==> src/rtl/btn_conditioner.sv <==
// Push-button conditioner: per-channel 2-flop synchroniser, debounce FSM,
// clean level plus single-cycle press/release pulses.
// Optional auto-repeat of press pulses while held: define BTN_REPEAT_EN.

// One button channel: synchroniser, debounce FSM, registered outputs.
module btn_channel #(
  parameter int DEB_CYCLES = 1000000,
  parameter int CNT_W      = 20
`ifdef BTN_REPEAT_EN
  , parameter int REP_DELAY  = 50000000,
  parameter int REP_PERIOD = 10000000
`endif
) (
  input  logic clk,
  input  logic rst,
  input  logic raw,
  output logic level,
  output logic press,
  output logic rel
);
  typedef enum logic [1:0] {IDLE, PRESS_WAIT, HELD, REL_WAIT} state_t;

  localparam logic [CNT_W-1:0] CNT_LAST = CNT_W'(DEB_CYCLES - 1);
  localparam logic [CNT_W-1:0] CNT_ONE  = CNT_W'(1);

  state_t           state;
  logic [CNT_W-1:0] cnt;
  logic             sync1, s;

`ifdef BTN_REPEAT_EN
  localparam logic [31:0] REP_LAST_D = 32'(REP_DELAY - 1);
  localparam logic [31:0] REP_LAST_P = 32'(REP_PERIOD - 1);
  // rphase=0: waiting out the initial delay; rphase=1: periodic ticks
  logic [31:0] rcnt;
  logic        rphase;
`endif

  // Two-flop synchroniser for the asynchronous pin
  always_ff @(posedge clk or negedge rst) begin
    if (!rst) begin
      sync1 <= 1'b0;
      s     <= 1'b0;
    end else begin
      sync1 <= raw;
      s     <= sync1;
    end
  end

  // Debounce FSM; level/press/rel are registered and change on the accepting edge
  always_ff @(posedge clk or negedge rst) begin
    if (!rst) begin
      state  <= IDLE;
      cnt    <= '0;
      level  <= 1'b0;
      press  <= 1'b0;
      rel    <= 1'b0;
`ifdef BTN_REPEAT_EN
      rcnt   <= '0;
      rphase <= 1'b0;
`endif
    end else begin
      press <= 1'b0;
      rel   <= 1'b0;
      case (state)
        IDLE: begin
          if (s) begin
            state <= PRESS_WAIT;
            cnt   <= CNT_ONE;
          end else begin
            cnt   <= '0;
          end
        end
        PRESS_WAIT: begin
          if (!s) begin
            state <= IDLE;
            cnt   <= '0;
          end else if (cnt == CNT_LAST) begin
            state  <= HELD;
            level  <= 1'b1;
            press  <= 1'b1;
            cnt    <= '0;
`ifdef BTN_REPEAT_EN
            rcnt   <= '0;
            rphase <= 1'b0;
`endif
          end else begin
            cnt <= cnt + 1'b1;
          end
        end
        HELD: begin
          if (!s) begin
            state  <= REL_WAIT;
            cnt    <= CNT_ONE;
`ifdef BTN_REPEAT_EN
            rcnt   <= '0;
            rphase <= 1'b0;
          end else if (rcnt == (rphase ? REP_LAST_P : REP_LAST_D)) begin
            press  <= 1'b1;
            rcnt   <= '0;
            rphase <= 1'b1;
          end else begin
            rcnt   <= rcnt + 32'd1;
`endif
          end
        end
        REL_WAIT: begin
          if (s) begin
            // bounce back to held: no pulse, repeat timing restarts
            state  <= HELD;
            cnt    <= '0;
`ifdef BTN_REPEAT_EN
            rcnt   <= '0;
            rphase <= 1'b0;
`endif
          end else if (cnt == CNT_LAST) begin
            state <= IDLE;
            level <= 1'b0;
            rel   <= 1'b1;
            cnt   <= '0;
          end else begin
            cnt <= cnt + 1'b1;
          end
        end
        default: begin
          state <= IDLE;
          cnt   <= '0;
        end
      endcase
    end
  end
endmodule

// Top: independent channels, bit order {C,U,D,L,R} = [4:0] for N_BTN=5.
module btn_conditioner #(
  parameter int N_BTN      = 5,
  parameter int DEB_CYCLES = 1000000,
  parameter int CNT_W      = 20,
  parameter int REP_DELAY  = 50000000,
  parameter int REP_PERIOD = 10000000
) (
  input  logic             clk,
  input  logic             rst,
  input  logic [N_BTN-1:0] btn_raw,
  output logic [N_BTN-1:0] btn_level,
  output logic [N_BTN-1:0] btn_press,
  output logic [N_BTN-1:0] btn_release,
  output logic             any_press
);
  // Elaboration-time legality checks; the counter must hold DEB_CYCLES-1
  if (DEB_CYCLES < 2 || DEB_CYCLES > (2 ** CNT_W) - 1) begin : g_bad_deb
    $error("btn_conditioner: DEB_CYCLES out of range for CNT_W");
  end
  if (REP_DELAY < 1 || REP_PERIOD < 1) begin : g_bad_rep
    $error("btn_conditioner: REP_DELAY and REP_PERIOD must be >= 1");
  end

  btn_channel #(
    .DEB_CYCLES (DEB_CYCLES),
    .CNT_W      (CNT_W)
`ifdef BTN_REPEAT_EN
    , .REP_DELAY  (REP_DELAY),
    .REP_PERIOD (REP_PERIOD)
`endif
  ) u_ch [N_BTN-1:0] (
    .clk   (clk),
    .rst   (rst),
    .raw   (btn_raw),
    .level (btn_level),
    .press (btn_press),
    .rel   (btn_release)
  );

  // Presses are already single-cycle registered pulses, so the OR is too
  assign any_press = |btn_press;
endmodule
==> config.mk <==
export PLATFORM = sky130hd
export DESIGN_NAME = btn_conditioner
export DESIGN_NICKNAME = d
export VERILOG_FILES = /design/src/rtl/btn_conditioner.sv
export SDC_FILE = /design/constraint.sdc
export NUM_CORES = 1
export LEC_CHECK = 0
export CORE_MARGIN = 2
export CORE_UTILIZATION = 45
export CTS_CLUSTER_SIZE = 8
export DETAILED_ROUTE_END_ITERATION = 16
export GPL_TIMING_DRIVEN = 0
export PLACE_DENSITY = 0.61
export SYNTH_ARGS = -nofsm -noshare
export SYNTH_HDL_FRONTEND = slang
export SYNTH_SLANG_ARGS = --single-unit
==> constraint.sdc <==
create_clock -name clk -period 1.9 [get_ports clk]
set_input_delay 0.57 -clock clk [delete_from_list [all_inputs] [get_ports clk]]
set_output_delay 0.57 -clock clk [all_outputs]
set_load 0.02 [all_outputs]
# ---- Yosys cells after proc, flatten, opt, wreduce, memory -nomap -nowiden
# Index checks and enable logic that the tools add are counted.
dict set report word_totals {
  regBits 135
  input_bits 7
  word_cells 236
  output_inout_bits 16
}
dict set report classes {
  eq_ne 60
  n_addsub 5
  n_mux 115
  n_reduce_logical 21
}
# cell n
set ops {}
lappend ops {{$mux W20} 20}
lappend ops {{$pmux W20 S4} 5}
lappend ops {{$add A20 B1 Y20 const B} 5}
lappend ops {{$eq A20 B20 Y1 const B} 5}
lappend ops {{$mux W2} 30}
lappend ops {{$mux W1} 50}
lappend ops {{$ne A2 B1 Y1 const B} 20}
lappend ops {{$pmux W2 S4} 5}
lappend ops {{$reduce_and A5 Y1} 5}
lappend ops {{$eq A2 B2 Y1 const B} 10}
lappend ops {{$ne A2 B2 Y1 const B} 10}
lappend ops {{$reduce_and A4 Y1} 5}
lappend ops {{$ne A3 B1 Y1 const B} 5}
lappend ops {{$ne A3 B3 Y1 const B} 5}
lappend ops {{$eq A2 B1 Y1 const B} 5}
lappend ops {{$logic_not A2 Y1} 5}
lappend ops {{$pmux W1 S2} 5}
lappend ops {{$reduce_bool A2 Y1} 5}
lappend ops {{$reduce_or A5 Y1} 1}

# ---- Logic depth before layout (Yosys ltp)
dict set report depth {
  ltp_word 4
  mapped_depth 8
  mapped_depth_nobuf 6
}

# ---- By module
# Synthesis repeated with hierarchy kept, for this count alone.
dict set report hier_totals {
  cells_unflattened 725
  hier_area_um2 6994.2
}
# mod seq_area_each_um2 area_per_inst_um2 instances cells_per_inst
set by_module_without_submodules {}
lappend by_module_without_submodules {{btn_channel (u_ch[0] ...)} 675.6 1390.1 4 144}
lappend by_module_without_submodules {{btn_channel (u_ch[4])} 675.6 1421.4 1 146}
lappend by_module_without_submodules {btn_conditioner 0.0 12.5 1 3}

# ---- Worst setup path before layout
# No wires, ideal clock.
dict set report synth_timing {
  kind {reg-to-reg}
  startpoint {register u_ch[3].cnt[10]}
  endpoint {register (tool-made name)}
  required_ps 1772
  path_buffers 1
  setup_slack_ps -83
  synth_period_minus_slack_ps 1983
  stages_incl_launch_ff 7
  arrival_time_ps 1855
  path_cell_list {dfrtp_1 > buf_6 > or4_4 > nor4_4 > a21oi_2 > nor2b_1 > mux2_1}
}
# item line
set synth_rtl {}
lappend synth_rtl {{start, declared} 27} ;# logic [CNT_W-1:0] cnt;
lappend synth_rtl {{start signal, assigned} 87} ;# cnt <= cnt + 1'b1;
lappend synth_rtl {{start signal, assigned} 121} ;# cnt <= cnt + 1'b1;

# ---- Worst setup path after layout
dict set report layout_timing {
  startpoint {register u_ch[0].cnt[11]}
  endpoint {register u_ch[0].cnt[13]}
}
dict set report layout_between {
  elab_chain_cells 4
  word_cells_on_any_way 6
}
# item line
set layout_rtl {}
lappend layout_rtl {{start, declared} 27}
lappend layout_rtl {{start signal, assigned} 87}
lappend layout_rtl {{start signal, assigned} 121}
lappend layout_rtl {{$add A20 B1 Y20 or $eq A20 B20 Y1 (tied branches)} n/a}
lappend layout_rtl {{$mux W20 *} {77, 115}}
lappend layout_rtl {{$mux W20 (on tied branches)} {107, 74}}
lappend layout_rtl {{$pmux W20 S4 *} 64} ;# case (state)
# Mark *: on every way between the ends. The rest lies on a longest branch, timed or not.
# A chain may end at the register's enable or synchronous reset.

==> flow_results.xml <==
<?xml version="1.0" encoding="UTF-8"?>
<metrics>
  <group name="outcome">
    <metric name="status" unit="">complete, but fails checks</metric>
    <metric name="failed_checks" unit="">setup timing</metric>
  </group>
  <group name="drt">
    <metric name="route.detailed.vias_per_inst" unit="">5.86</metric>
    <metric name="post_detailed_routing_wire_length" unit="um">17800</metric>
    <metric name="drc" unit="">0</metric>
    <metric name="post_drt_wl_per_cell" unit="um">16.6</metric>
    <metric name="antenna_left" unit="">0</metric>
    <metric name="vias" unit="">6302</metric>
    <metric name="first_iter_violations" unit="">450</metric>
    <metric name="detailedRoute.firstPassIterationCount" unit="">5</metric>
  </group>
  <group name="finish">
    <metric name="layout_area_growth_over_synthesis" unit="%">32.3</metric>
    <metric name="regArea" unit="sq um">3390</metric>
    <metric name="final_cell_area" unit="sq um">9350</metric>
    <metric name="fin_util" unit="">0.613</metric>
    <metric name="fin_nets" unit="">864</metric>
    <metric name="antenna_diode_count" unit="">0</metric>
    <metric name="multiInputGateArea" unit="sq um">3980</metric>
    <metric name="post_route_cells_drive_above_1_share" unit="">0.297</metric>
    <metric name="final_cell_count_no_fill" unit="">1076</metric>
    <metric name="fillerInstances" unit="">1235</metric>
  </group>
  <group name="pwr">
    <metric name="seq_power_share" unit="">0.421</metric>
    <metric name="pwr_density_cell" unit="nW/um^2">800</metric>
    <metric name="switchingPower" unit="mW">1.99</metric>
    <metric name="pwr-share-clk" unit="">0.441</metric>
    <metric name="intPower" unit="mW">5.48</metric>
    <metric name="combPwrFrac" unit="">0.138</metric>
    <metric name="total_power" unit="mW">7.48</metric>
    <metric name="power.leakage" unit="nW">4.02</metric>
    <metric name="vdd_ir_drop_max" unit="uV">716</metric>
    <metric name="power.share.switching" unit="">0.267</metric>
  </group>
  <group name="clocking">
    <metric name="root_buffer" unit="">sky130_fd_sc_hd__clkbuf_16</metric>
    <metric name="clock-sinks" unit="">135</metric>
    <metric name="cts_tree" unit="">yes</metric>
    <metric name="clock_pin_slew_worst_setup_and_hold_paths" unit="ns">0.06</metric>
    <metric name="ctsHtreeMaxLevel" unit="">4</metric>
    <metric name="clockBufferDepth" unit="">2</metric>
    <metric name="insertion_delay" unit="ns">0.42</metric>
    <metric name="cts_inserted_buffers" unit="">17</metric>
    <metric name="cts.hold.buffers_added" unit="">0</metric>
  </group>
  <group name="worst_setup_path">
    <metric name="critical_path.slowest_cell" unit="">sky130_fd_sc_hd__or4b_4</metric>
    <metric name="start_kind" unit="">flip-flop</metric>
    <metric name="critical_path_cell_by_cell" unit="">or4b_4 -&gt; or3_4 -&gt; o21bai_4 -&gt; buf_12 -&gt; o31a_1 -&gt; a31oi_1</metric>
    <metric name="timing.critical_path.fanout_max" unit="">5</metric>
    <metric name="critical_path_s_largest_stage_delay" unit="ns">0.55</metric>
    <metric name="endpoint_kind" unit="">flip-flop</metric>
    <metric name="critical_path_class" unit="">flip-flop to flip-flop</metric>
    <metric name="timing.critical_path.required" unit="ns">2.18</metric>
    <metric name="endpoint_arrival_time_on_the_critical_path" unit="ns">2.33</metric>
  </group>
  <group name="sta">
    <metric name="relSlewSlack" unit="">0.523</metric>
    <metric name="clock.fmax" unit="MHz">489</metric>
    <metric name="grt_setup_unrepaired" unit="">true</metric>
    <metric name="final.hold.worst_slack" unit="ns">0.0849</metric>
    <metric name="timing.setup.tns" unit="ns">-1.42</metric>
    <metric name="worst_slew_pin_slew" unit="ns">0.713</metric>
    <metric name="finalMaxSlewViolations" unit="">0</metric>
    <metric name="clock-skew-final" unit="ns">0.00865</metric>
    <metric name="period_needed" unit="ns">2.04</metric>
    <metric name="post-route-period-util" unit="">1.08</metric>
    <metric name="setup_viol" unit="">17</metric>
    <metric name="hold_viol" unit="">0</metric>
    <metric name="final_setup_margin" unit="ns">-0.143</metric>
  </group>
  <group name="global_routing">
    <metric name="globalRouteTotalUtil" unit="">0.217</metric>
    <metric name="first_pass_grt_wire_length" unit="um">29200</metric>
    <metric name="grt_max_degree" unit="">91</metric>
    <metric name="grt_overflow_total" unit="">0</metric>
    <metric name="antenna_violations_before_repair" unit="">0</metric>
    <metric name="first_global_vias" unit="">6089</metric>
  </group>
  <group name="yosys">
    <metric name="yosys_warnings" unit="">0</metric>
    <metric name="synth-main-ff-cell" unit="">sky130_fd_sc_hd__dfrtp_1</metric>
    <metric name="synth_instances" unit="">750</metric>
    <metric name="netlist_area" unit="sq um">7070</metric>
    <metric name="synth_sequential_area_ratio" unit="">0.478</metric>
    <metric name="ys_types" unit="">65</metric>
    <metric name="ys_ff_latch" unit="">135</metric>
    <metric name="async_flop_share" unit="">1.00</metric>
    <metric name="synth_enable_flop_cells" unit="">0</metric>
    <metric name="post_synth.cell_area_avg" unit="sq um">9.42</metric>
    <metric name="synthesis.nets" unit="">762</metric>
  </group>
  <group name="die">
    <metric name="die_area" unit="sq um">16700</metric>
    <metric name="initial_core_util" unit="">0.463</metric>
    <metric name="pin_count" unit="">23</metric>
    <metric name="rows" unit="">45</metric>
    <metric name="coreArea" unit="sq um">15300</metric>
    <metric name="die_h" unit="um">129</metric>
    <metric name="die_w" unit="um">129</metric>
  </group>
  <group name="placement">
    <metric name="post-place-ws" unit="ns">-0.421</metric>
    <metric name="placed_area" unit="sq um">7600</metric>
    <metric name="gp_congestion" unit="">0.823</metric>
    <metric name="dpl.hpwl" unit="um">10400</metric>
    <metric name="placement.io_buffers" unit="">22</metric>
    <metric name="dp.cells" unit="">984</metric>
  </group>
  <group name="flow_run">
    <metric name="max-cap-violations" unit="">0</metric>
  </group>
  <group name="hold_path">
    <metric name="holdCritPathClass" unit="">input port to async pin</metric>
  </group>
</metrics>
cell type report:
cell class	instances	area share
timing repair buffer	90	0.0826
buffer	38	0.0308
clock inverter	10	0.0127
tap	211	0.0282
clock buffer	22	0.0507
multi-input combinational	554	0.426
inverter	16	0.00642
sequential	135	0.363
cells in the final DEF, fill, tap and decap left out, types with 16 or more instances in the layout:
cell type / count
sky130_fd_sc_hd__buf_4: 74
sky130_fd_sc_hd__clkbuf_16: 17
sky130_fd_sc_hd__a21oi_1: 29
sky130_fd_sc_hd__nor2_1: 47
sky130_fd_sc_hd__inv_1: 16
sky130_fd_sc_hd__nand2_1: 73
sky130_fd_sc_hd__nand3_1: 44
sky130_fd_sc_hd__a21oi_2: 16
sky130_fd_sc_hd__dfrtp_1: 123
sky130_fd_sc_hd__o21ai_0: 26
sky130_fd_sc_hd__buf_6: 20
sky130_fd_sc_hd__nand4_1: 17
sky130_fd_sc_hd__a31oi_1: 49
power groups by stage:
stage	Combinational (mW)	Clock (mW)	Sequential (mW)
final	1.03	3.30	3.15
after global placement	0.676	0	3.15
after CTS	0.946	3.36	3.12
after floorplan	0.490	0	3.13
after global routing	1.12	3.50	3.16
after detailed placement	0.699	0	3.16
flip-flops by register name, summed over array words and instances (netlist names), named ones only:
| register | cells |
|---|---|
| u_ch.rel | 5 |
| u_ch.sync1 | 5 |
| u_ch.s | 5 |
| u_ch.cnt | 100 |
| u_ch.level | 5 |
| u_ch.state | 5 |
| u_ch.press | 5 |
worst max-delay path, delay by kind of cell (launching register included):
family          cells  cell delay [ns]
compound gates      3             0.37
simple gates        2             0.95
flops               1             0.45
buf+inv             1             0.13
timing repair:
action | CTS | global route
gates resized for setup | 99 | 83
gates cloned | 8 | 2
buffers inserted | 28 | 32
pin swaps | 27 | 33
setup endpoints to repair | 123 | 109
per-layer routing:
metal / wire [um] / global-route usage
met1: 8050 / 0.295
met2: 8740 / 0.337
met3: 684 / 0.0508
met4: 350 / 0.0882
met5: 0 / 0
logic make-up after synthesis:
kind of cell / Yosys count / synth area share
AO/OA/AOI/OAI: 193 / 0.175
AND/OR/NAND/NOR: 323 / 0.250
buffers and inverters: 64 / 0.0487
multiplexers: 9 / 0.0133
XOR/XNOR: 21 / 0.0260
adder cells (fa/ha/maj): 5 / 0.00885
flip-flops: 135 / 0.478
path summary, 6_finish.rpt:
check | endpoint | slack, ns | cells past startpoint | startpoint
setup / recovery | u_ch[0].cnt[13] | -0.14 | 6 | u_ch[0].cnt[11]
hold / removal | u_ch[1].cnt[1] | 0.08 | 1 | rst
setup reg to reg | u_ch[0].cnt[13] | -0.14 | 6 | u_ch[0].cnt[11]
hold reg to reg | u_ch[2].s | 0.34 | 0 | u_ch[2].sync1
max in group asynchronous | u_ch[4].cnt[6] | 0.99 | 2 | rst
min in group clk | u_ch[2].s | 0.34 | 0 | u_ch[2].sync1
synthesized netlist by cell type (all sizes together) (7+ instances only):
library cell | instances | share of area
and3 | 17 | 0.015
nand3 | 54 | 0.038
nand2b | 13 | 0.012
buf | 33 | 0.032
nand4 | 18 | 0.017
o21ai | 36 | 0.025
a31oi | 54 | 0.048
nor2 | 56 | 0.030
a21oi | 48 | 0.035
clkbuf | 15 | 0.0081
dfrtp | 135 | 0.48
and2 | 9 | 0.0080
xor2 | 14 | 0.017
nor3 | 19 | 0.014
nand2 | 76 | 0.040
a41oi | 14 | 0.017
xnor2 | 7 | 0.0087
a21o | 11 | 0.012
a22o | 12 | 0.015
inv | 16 | 0.0085
nor4 | 12 | 0.020
Note: power is estimated with default switching activity, not from simulation.
